File: config.mk
export PLATFORM = sky130hd
export DESIGN_NAME = a5_keystream_buffer
export DESIGN_NICKNAME = d
export VERILOG_FILES = /design/src/rtl/a5_keystream_buffer.sv
export SDC_FILE = /design/constraint.sdc
export NUM_CORES = 1
export LEC_CHECK = 0
export CAP_MARGIN = 20
export CORE_ASPECT_RATIO = 1.75
export CORE_MARGIN = 3
export CORE_UTILIZATION = 64
export CTS_CLUSTER_SIZE = 25
export DETAILED_ROUTE_END_ITERATION = 10
export PLACE_DENSITY = 0.92
export SETUP_SLACK_MARGIN = 0.1
export SLEW_MARGIN = 20
export SYNTH_ARGS = -nofsm -noshare
export SYNTH_HDL_FRONTEND = slang
export SYNTH_SLANG_ARGS = --single-unit
export TNS_END_PERCENT = 100
File: constraint.sdc
create_clock -name clk -period 13 [get_ports clk]
set_input_delay 2.6 -clock clk [delete_from_list [all_inputs] [get_ports clk]]
set_output_delay 2.6 -clock clk [all_outputs]
set_load 0.02 [all_outputs]
File: src/rtl/a5_keystream_buffer.sv
// -----------------------------------------------------------------------------
// a5_keystream_buffer
//
// A5/1 keystream generator feeding a small word FIFO. A load pulse captures the
// session key and frame number into shadow registers and runs the A5/1
// schedule: 64 key steps, 22 frame steps, 100 discarded mixing steps and then
// KS_BITS output steps. Output bits are packed LSB first into 32-bit words
// and pushed into the FIFO. The final partial word goes in zero-padded.
//
// Ports
//   clk       system clock
//   reset_n   asynchronous active-low reset
//   load      1-cycle start/restart pulse, samples key and frame
//   key       64-bit session key, key[i] mixed in on key step i
//   frame     22-bit frame number, frame[i] mixed in on frame step i
//   rd_en     pop the FIFO head (ignored when empty)
//   data_out  FIFO head word, 0 when empty
//   empty     FIFO holds no words (registered)
//   full      FIFO holds DEPTH words (registered)
//   busy      a generation run is in progress (registered)
// -----------------------------------------------------------------------------
module a5_keystream_buffer #(
    parameter int DEPTH   = 8,
    parameter int KS_BITS = 228
) (
    input  logic        clk,
    input  logic        reset_n,
    input  logic        load,
    input  logic [63:0] key,
    input  logic [21:0] frame,
    input  logic        rd_en,
    output logic [31:0] data_out,
    output logic        empty,
    output logic        full,
    output logic        busy
);

    localparam int AW = (DEPTH > 1) ? $clog2(DEPTH) : 1;
    localparam int CW = AW + 1;

    typedef enum logic [2:0] {
        ST_IDLE,
        ST_KEY,
        ST_FRAME,
        ST_MIX,
        ST_GEN,
        ST_DONE
    } state_t;

    // Plain LFSR shifts: new LSB is the XOR of the taps, every bit moves up one.
    function automatic logic [18:0] r1_shift(input logic [18:0] r);
        return {r[17:0], r[13] ^ r[16] ^ r[17] ^ r[18]};
    endfunction

    function automatic logic [21:0] r2_shift(input logic [21:0] r);
        return {r[20:0], r[20] ^ r[21]};
    endfunction

    function automatic logic [22:0] r3_shift(input logic [22:0] r);
        return {r[21:0], r[7] ^ r[20] ^ r[21] ^ r[22]};
    endfunction

    state_t         state_q, state_d;
    logic [15:0]    cnt_q, cnt_d;
    logic [18:0]    r1_q, r1_d;
    logic [21:0]    r2_q, r2_d;
    logic [22:0]    r3_q, r3_d;
    logic [63:0]    key_q, key_d;
    logic [21:0]    frame_q, frame_d;
    logic [31:0]    acc_q, acc_d;
    logic           pend_q, pend_d;
    logic           busy_q, busy_d;

    logic [AW-1:0]  wr_ptr_q, wr_ptr_d;
    logic [AW-1:0]  rd_ptr_q, rd_ptr_d;
    logic [CW-1:0]  count_q, count_d;
    logic           empty_q, empty_d;
    logic           full_q, full_d;
    logic [31:0]    mem [DEPTH];

    logic           push;
    logic           pop;
    logic           flush;
    logic [31:0]    push_word;

    logic           maj;
    logic [18:0]    r1_mc;
    logic [21:0]    r2_mc;
    logic [22:0]    r3_mc;
    logic           ks_bit;
    logic           gen_stall;

    assign pop = rd_en && !empty_q;

    // Majority-clocked versions of the three registers, shared by MIX and GEN.
    always_comb begin
        maj   = (r1_q[8] & r2_q[10]) | (r1_q[8] & r3_q[10]) | (r2_q[10] & r3_q[10]);
        r1_mc = (r1_q[8]  == maj) ? r1_shift(r1_q) : r1_q;
        r2_mc = (r2_q[10] == maj) ? r2_shift(r2_q) : r2_q;
        r3_mc = (r3_q[10] == maj) ? r3_shift(r3_q) : r3_q;
        ks_bit = r1_mc[18] ^ r2_mc[21] ^ r3_mc[22];
    end

    // A completed word waiting for FIFO space blocks further generation, so the
    // LFSRs never run ahead of what the FIFO can absorb.
    assign gen_stall = pend_q && full_q && !rd_en;

    // Generator sequencing. A load always wins: it restarts the schedule with
    // fresh shadow copies of key/frame and, if a run was active, flushes the FIFO.
    always_comb begin
        state_d   = state_q;
        cnt_d     = cnt_q;
        r1_d      = r1_q;
        r2_d      = r2_q;
        r3_d      = r3_q;
        key_d     = key_q;
        frame_d   = frame_q;
        acc_d     = acc_q;
        pend_d    = pend_q;
        push      = 1'b0;
        flush     = 1'b0;
        push_word = acc_q;

        if (load) begin
            state_d = ST_KEY;
            cnt_d   = '0;
            r1_d    = '0;
            r2_d    = '0;
            r3_d    = '0;
            key_d   = key;
            frame_d = frame;
            acc_d   = '0;
            pend_d  = 1'b0;
            flush   = (state_q != ST_IDLE);
        end else begin
            unique case (state_q)
                ST_IDLE: begin
                    state_d = ST_IDLE;
                end

                ST_KEY: begin
                    r1_d = r1_shift(r1_q) ^ {18'b0, key_q[cnt_q[5:0]]};
                    r2_d = r2_shift(r2_q) ^ {21'b0, key_q[cnt_q[5:0]]};
                    r3_d = r3_shift(r3_q) ^ {22'b0, key_q[cnt_q[5:0]]};
                    if (cnt_q == 16'd63) begin
                        state_d = ST_FRAME;
                        cnt_d   = '0;
                    end else begin
                        cnt_d = cnt_q + 16'd1;
                    end
                end

                ST_FRAME: begin
                    r1_d = r1_shift(r1_q) ^ {18'b0, frame_q[cnt_q[4:0]]};
                    r2_d = r2_shift(r2_q) ^ {21'b0, frame_q[cnt_q[4:0]]};
                    r3_d = r3_shift(r3_q) ^ {22'b0, frame_q[cnt_q[4:0]]};
                    if (cnt_q == 16'd21) begin
                        state_d = ST_MIX;
                        cnt_d   = '0;
                    end else begin
                        cnt_d = cnt_q + 16'd1;
                    end
                end

                ST_MIX: begin
                    r1_d = r1_mc;
                    r2_d = r2_mc;
                    r3_d = r3_mc;
                    if (cnt_q == 16'd99) begin
                        state_d = ST_GEN;
                        cnt_d   = '0;
                    end else begin
                        cnt_d = cnt_q + 16'd1;
                    end
                end

                ST_GEN: begin
                    if (!gen_stall) begin
                        // The previous word (if any) leaves in the same cycle the
                        // first bit of the next word is produced.
                        push   = pend_q;
                        pend_d = 1'b0;
                        r1_d   = r1_mc;
                        r2_d   = r2_mc;
                        r3_d   = r3_mc;
                        if (cnt_q[4:0] == 5'd0) begin
                            acc_d = {31'b0, ks_bit};
                        end else begin
                            acc_d = acc_q | ({31'b0, ks_bit} << cnt_q[4:0]);
                        end
                        if (cnt_q[4:0] == 5'd31) begin
                            pend_d = 1'b1;
                        end
                        if (cnt_q == 16'(KS_BITS - 1)) begin
                            state_d = ST_DONE;
                        end else begin
                            cnt_d = cnt_q + 16'd1;
                        end
                    end
                end

                ST_DONE: begin
                    // Final (possibly partial) word; unused upper bits are still
                    // zero because the accumulator is cleared at each word start.
                    if (!full_q || pop) begin
                        push    = 1'b1;
                        pend_d  = 1'b0;
                        state_d = ST_IDLE;
                    end
                end

                default: begin
                    state_d = ST_IDLE;
                end
            endcase
        end

        busy_d = (state_d != ST_IDLE);
    end

    // FIFO bookkeeping. Flags are registered from the next count so they
    // change on the same edge as the count itself.
    always_comb begin
        wr_ptr_d = wr_ptr_q;
        rd_ptr_d = rd_ptr_q;
        count_d  = count_q;
        if (flush) begin
            wr_ptr_d = '0;
            rd_ptr_d = '0;
            count_d  = '0;
        end else begin
            if (push) begin
                wr_ptr_d = wr_ptr_q + AW'(1);
            end
            if (pop) begin
                rd_ptr_d = rd_ptr_q + AW'(1);
            end
            count_d = count_q + CW'(push) - CW'(pop);
        end
        empty_d = (count_d == '0);
        full_d  = (count_d == CW'(DEPTH));
    end

    // State registers; everything observable returns to idle values on reset.
    always_ff @(posedge clk or negedge reset_n) begin
        if (!reset_n) begin
            state_q  <= ST_IDLE;
            cnt_q    <= '0;
            r1_q     <= '0;
            r2_q     <= '0;
            r3_q     <= '0;
            key_q    <= '0;
            frame_q  <= '0;
            acc_q    <= '0;
            pend_q   <= 1'b0;
            busy_q   <= 1'b0;
            wr_ptr_q <= '0;
            rd_ptr_q <= '0;
            count_q  <= '0;
            empty_q  <= 1'b1;
            full_q   <= 1'b0;
        end else begin
            state_q  <= state_d;
            cnt_q    <= cnt_d;
            r1_q     <= r1_d;
            r2_q     <= r2_d;
            r3_q     <= r3_d;
            key_q    <= key_d;
            frame_q  <= frame_d;
            acc_q    <= acc_d;
            pend_q   <= pend_d;
            busy_q   <= busy_d;
            wr_ptr_q <= wr_ptr_d;
            rd_ptr_q <= rd_ptr_d;
            count_q  <= count_d;
            empty_q  <= empty_d;
            full_q   <= full_d;
        end
    end

    // Word storage needs no reset: data_out is masked while the FIFO is empty.
    always_ff @(posedge clk) begin
        if (push) begin
            mem[wr_ptr_q] <= push_word;
        end
    end

    assign data_out = empty_q ? 32'd0 : mem[rd_ptr_q];
    assign empty    = empty_q;
    assign full     = full_q;
    assign busy     = busy_q;

endmodule
==> flow_metrics.tcl, run 1 <==
set metrics [dict create \
    status "completed" \
    coreArea_um2 29700 \
    track_usage_pct 27.30 \
    start_util_pct 65.62 \
    dp_hpwl_mm 25.85 \
    grt_pass1_wl_mm 67.37 \
    seq_area_frac_synth_pct 67.05 \
    crit_required_ns 10.40 \
    antenna_found_initial 1 \
    grt_overflow_total 0 \
    synth_edf_count 256 \
    htreeDepth 2 \
    fin_util_pct 75.74 \
    max_freq_mhz 166.7 \
    netlist.area_leader.share_pct 39.44 \
    via_per_inst 6.518 \
    cp.depth 5 \
    place.port_buffers 124 \
    powerDensity_nw_per_um2 144.1 \
    area_growth_pct 15.41 \
    period_share_pct 46.14 \
    whs_ns 0.4846 \
    crit_chain "buf_6 -> mux4_2 -> mux2i_1 -> nor2_1 -> clkdlybuf4s50_1" \
    arrival_ns 3.40 \
    hold_class "reg2reg" \
    grt_max_degree 86 \
    leakagePower_nw 8.942 \
    max_stage_delay_ns 0.61 \
    setup_tns_ns 0 \
    wl_mm 43.48 \
    multiInputGateArea_um2 6115 \
    drc 0 \
    max-vdd-ir-drop_mv 0.1313 \
    synthCells 1228 \
    finClkSkew_ns 0.02511 \
    post_drt_wl_per_cell_um 24.66 \
    reg2regPathDepth 8 \
    slowest_stage "buf_6" \
    fin_nets 1454 \
    slew_headroom_pct 21.62 \
    crit_path_max_fanout 56 \
    finalSetupViolCount 0 \
    drive_gt1_share_pct 20.51 \
    path_buf_inv 2 \
    reg2reg_slack_ns 9.23 \
    path_delay_family "buffers and inverters" \
    grt_pass1_vias 12070 \
    fin_ws_ns 7.001 \
    clk_pin_slew_ns 0.07 \
    cts_tree "yes" \
    rsz0062_at_grt "no" \
    post-cts-setup-buffer-count 0 \
    clk_path_buf_depth 3 \
    synth-seq-cells 471 \
    vias 11490 \
    die_x_um 137.9 \
    synth_area_leaders "edfxtp_1, dfrtp_1, mux4_2" \
    ctsHoldBuffers 0 \
    worstSetupEndpointType "primary output" \
    yosys_most_used_dff "edfxtp_1" \
    critPathKind "reg2out" \
    numCtsBuffers 39 \
    post-place-ws_ns 7.321 \
    finalCriticalPeriod_ns 5.999 \
    synth_fp_nets 1333 \
    syn_area_per_cell_um2 15.87 \
    yosysWarnings 0 \
    row_count 83 \
    drt.antenna.violating_nets 0 \
    cts.sinks 471 \
    die_area_um2 32670 \
    drtPass1Iterations 6 \
    cp-start-kind "flop" \
    tightest_slew_ns 1.171 \
    finalHoldViolCount 0 \
    drt-initial-drc-count 1144 \
    ff_latch_area_um2 13080 \
    synth_largest_area_cell "edfxtp_1" \
    critPathLaunch "rd_ptr_q[0]$_DFFE_PN0P_" \
    timing.rr.end "mem[5][8]$_DFFE_PP_" \
    die_y_um 236.9 \
    root_buffer "clkbuf_16" \
    fill_cells 1637 \
    clock_latency_ns 0.56 \
    worstHoldStart "r1_q[5]$_DFFE_PN0P_" \
    slew_viol_final 0 \
    postSynth.asyncResetShare_pct 45.65 \
    synth_cell_types 60 \
    ctsResizeCount 0 \
    crit_end "data_out[6]" \
    hold_path_depth 2 \
    synth_area_um2 19490 \
    pin_count 125 \
    r2r-start "state_q[2]$_DFF_PN0_" \
    drv_cap 0 \
    gp_congestion 0.8391 \
]
-- cell families (layout without fill, tap and decap cells) --
group	Yosys count	after routing	synth area share (%)
mux	222	222	16.97
flops	471	471	67.05
xor+xnor	18	18	0.8088
buf+inv	86	238	1.855
compound gates	179	179	6.689
other cells	0	1	0
fa+ha+maj	16	16	1.053
simple gates	236	236	5.572
-- per-layer routing --
metal  up-vias  GRT usage [%]  part of all wire [%]
met1      5862          32.90                    35
li1       4944              -                     -
met5         -              0                     0
met2       536          47.60                    54
met4         0          14.11                   5.4
met3       150          3.571                   5.4
-- how the worst min path moves through the flow --
stage | end | slack, ns
2_1_floorplan | r1_q[0]$_DFFE_PN0P_ | 0.45
3_3_place_gp | r3_q[11]$_DFFE_PN0P_ | 0.46
3_5_place_dp | r1_q[9]$_DFFE_PN0P_ | 0.47
4_1_cts | r1_q[5]$_DFFE_PN0P_ | 0.49
5_1_grt | r1_q[15]$_DFFE_PN0P_ | 0.51
6_report | r1_q[5]$_DFFE_PN0P_ | 0.48
-- where the power goes --
| group | internal (mW) | leakage [nW] | switching [mW] |
|---|---|---|---|
| logic | 0.187 | 2.56 | 0.198 |
| clock network | 0.660 | 0.650 | 0.532 |
| registers | 1.61 | 5.74 | 0.0558 |
-- cells in the mapped netlist, types with 10 or more instances --
library cell  instances
edfxtp_1            256
dfrtp_1             214
mux2_2               88
nand2_1              82
mux4_2               78
a22o_1               72
nor2_1               71
mux2i_1              56
clkbuf_1             44
o21ai_0              36
inv_1                16
nand3_1              15
nor3_1               15
a21oi_1              14
ha_1                 14
o21ai_1              13
buf_1                12
xnor2_1              12
a31oi_1              10
-- final cells by class --
type	instances	share of cell area [%]
well taps	382	2.125
clock buffers	56	5.262
repair buffers	149	6.463
flip-flops and latches	471	58.13
clock inverters	16	0.5451
inverters	17	0.2837
diodes	1	0.01112
multi-input cells	671	27.18
-- cell usage in the layout, fill, tap and decap left out, types with 13 or more instances in the layout --
| master | Yosys | layout |
|---|---|---|
| a21oi_1 | 14 | 14 |
| a22o_1 | 72 | 72 |
| buf_4 | 4 | 24 |
| clkbuf_16 | 0 | 42 |
| clkdlybuf4s50_1 | 0 | 122 |
| dfrtp_1 | 214 | 210 |
| edfxtp_1 | 256 | 256 |
| ha_1 | 14 | 14 |
| inv_1 | 16 | 16 |
| mux2_2 | 88 | 88 |
| mux2i_1 | 56 | 56 |
| mux4_2 | 78 | 78 |
| nand2_1 | 82 | 82 |
| nand3_1 | 15 | 15 |
| nor2_1 | 71 | 68 |
| o21ai_0 | 36 | 36 |
| o21ai_1 | 13 | 13 |
-- registers in the layout, indices dropped and copies added (netlist names), 16 cells and up --
register  flops
key_q        64
acc_q        32
cnt_q        16
r1_q         19
r2_q         22
r3_q         23
mem         256
frame_q      22
-- per-stage QoR --
stage	power (mW)	cell area, um^2	cells
after floorplan	1.952	19490	1228
after global placement	2.062	21160	1689
after detailed placement	2.079	21160	1689
after CTS	3.253	22460	1761
after global routing	3.340	22500	1763
final	3.241	22500	1763
-- worst min-delay path: cells and delay by family (launching register included) --
| family | cells | cell delay [ns] |
|---|---|---|
| flip-flops | 1 | 0.34 |
| AO/OA/AOI/OAI | 1 | 0.06 |
| AND/OR/NAND/NOR | 1 | 0.04 |
No activity file was read; power rests on OpenSTA's default activity.
==> run 2, diff against run 1 <==
- CORE_UTILIZATION: 64 -> 59
- PLACE_DENSITY: 0.92 -> 0.86
- clock period: 13 -> 5.8 ns (I/O delays scaled with it)
==> run 2 against run 1 <==
Compared with the run above:
- count of clock-buffer cells in the layout shrank 5
- worst hold slack better by 0.0016 ns
- final cell count is 1.1% higher
- total power grew 130%
- setup slack lost 5.8 ns
- non-clock buffer count increased by 2
- routed wire length is 3.0% lower
- utilization fell by 6.2 points
==> flow_metrics.tcl, run 2 (synthesized netlist as in run 1, its figures left out) <==
set metrics [dict create \
    status "completed" \
    cts_tree "yes" \
    period_share_pct 79.53 \
    critPathKind "reg2out" \
    slew_headroom_pct 29.77 \
    clk_path_buf_depth 3 \
    row_count 87 \
    vias 11280 \
    grt_pass1_vias 11870 \
    rsz0062_at_grt "no" \
    power.total_mw 7.370 \
    reg2reg_slack_ns 2.16 \
    worstHoldStart "r3_q[11]$_DFFE_PN0P_" \
    cts.sinks 471 \
    max_freq_mhz 216.8 \
    leakagePower_nw 8.946 \
    track_usage_pct 24.26 \
    fin_nets 1457 \
    die_x_um 143.4 \
    grt_overflow_total 0 \
    numCtsBuffers 40 \
    largest_registers "mem x256, key_q x64, acc_q x32" \
    drt-initial-drc-count 854 \
    post_drt_wl_per_cell_um 23.64 \
    die_y_um 246.4 \
    slew_viol_final 0 \
    place.port_buffers 124 \
    drt.antenna.violating_nets 0 \
    r2r-start "state_q[2]$_DFF_PN0_" \
    grt_pass1_wl_mm 66.02 \
    crit_path_max_fanout 34 \
    slowest_stage "dfrtp_4" \
    finalHoldViolCount 0 \
    root_buffer "clkbuf_16" \
    clk_pin_slew_ns 0.06 \
    setup_tns_ns 0 \
    finClkSkew_ns 0.03144 \
    max_stage_delay_ns 0.87 \
    crit_chain "buf_4 -> mux4_2 -> mux2i_1 -> nor2_1 -> clkdlybuf4s50_1" \
    tightest_slew_ns 1.050 \
    antenna_cells 0 \
    arrival_ns 3.45 \
    largest_register "mem" \
    coreArea_um2 32440 \
    drive_gt1_share_pct 20.61 \
    finalCriticalPeriod_ns 4.613 \
    clock_latency_ns 0.56 \
    hold_path_depth 2 \
    ctsResizeCount 0 \
    wl_mm 42.15 \
    worstSetupEndpointType "primary output" \
    area_growth_pct 15.73 \
    timing.rr.end "mem[7][7]$_DFFE_PP_" \
    gp_congestion 0.8894 \
    hold_class "reg2reg" \
    path_buf_inv 2 \
    reg2regPathDepth 8 \
    finalSetupViolCount 0 \
    final_common_cell "edfxtp_1" \
    min_to "r3_q[11]$_DFFE_PN0P_" \
    ctsHoldBuffers 0 \
    drv_cap 0 \
    grt_max_degree 110 \
    htreeDepth 2 \
    largest_register_ffs 256 \
    start_util_pct 60.09 \
    max-vdd-ir-drop_mv 0.2373 \
    antenna_found_initial 0 \
    drc 0 \
    fill_cells 2055 \
    cp-start-kind "flop" \
    post-cts-setup-buffer-count 0 \
    drtPass1Iterations 7 \
    die_area_um2 35340 \
    path_delay_family "buffers and inverters" \
    pin_count 125 \
    crit_required_ns 4.64 \
    via_per_inst 6.329 \
    dp_hpwl_mm 25.81 \
    powerDensity_nw_per_um2 326.8 \
    layout_common_cells "edfxtp_1, dfrtp_1, clkdlybuf4s50_1" \
]
-- run 2: power breakdown --
group          switching, mW  internal [mW]  total [mW]
clock                   1.20           1.58        2.78
combinational          0.367          0.420       0.787
sequential             0.199           3.60        3.80
total                   1.77           5.60        7.37
-- run 2: worst reg2reg max path, delay by kind of cell (launching register included) --
kind | cells | cell delay (ns)
AO/OA/AOI/OAI | 2 | 0.69
buffers and inverters | 2 | 0.54
flip-flops | 1 | 0.70
AND/OR/NAND/NOR | 4 | 1.41
-- run 2: how the worst max path moves through the flow --
stage	startpoint	cells past startpoint	to	slack (ns)
detailed placement	load	7	mem[7][13]$_DFFE_PP_	1.61
CTS	rd_ptr_q[0]$_DFFE_PN0P_	5	data_out[7]	1.13
global placement	load	7	mem[7][13]$_DFFE_PP_	1.77
global route	rd_ptr_q[0]$_DFFE_PN0P_	5	data_out[7]	1.04
finish	rd_ptr_q[0]$_DFFE_PN0P_	5	data_out[7]	1.19
floorplan	rd_en	5	mem[2][0]$_DFFE_PP_	0.98
-- run 2: layer usage --
layer,routed length [um],up-vias,track usage [%],share of wire (%)
li1,-,4951,-,-
met1,15270,5805,28.70,36
met4,1768,0,10.70,4.2
met5,0,-,0,0
met3,1912,115,3.457,4.5
met2,23200,413,43.62,55
-- run 2: final cells by class --
type | instances | area, um^2 | area share [%]
multi-input cells | 671 | 6110 | 27.09
flip-flops and latches | 471 | 13080 | 57.97
well taps | 400 | 500.5 | 2.219
inverters | 17 | 63.81 | 0.2829
clock inverters | 22 | 286.5 | 1.270
clock buffers | 51 | 1062 | 4.709
repair buffers | 151 | 1458 | 6.462
-- run 2: stage by stage --
stage                     instance area, um^2  setup slack (ns)  utilization [%]  instances  hold slack (ns)
final                                   22560             1.187            69.54       1783           0.4863
after global routing                    22560             1.039            69.54       1783           0.4908
after CTS                               22560             1.129            69.54       1783           0.4756
after detailed placement                21210             1.606            65.38       1710           0.4701
after global placement                  21210             1.768            65.38       1710           0.4650
after floorplan                         19490            0.9755                -       1228           0.4489
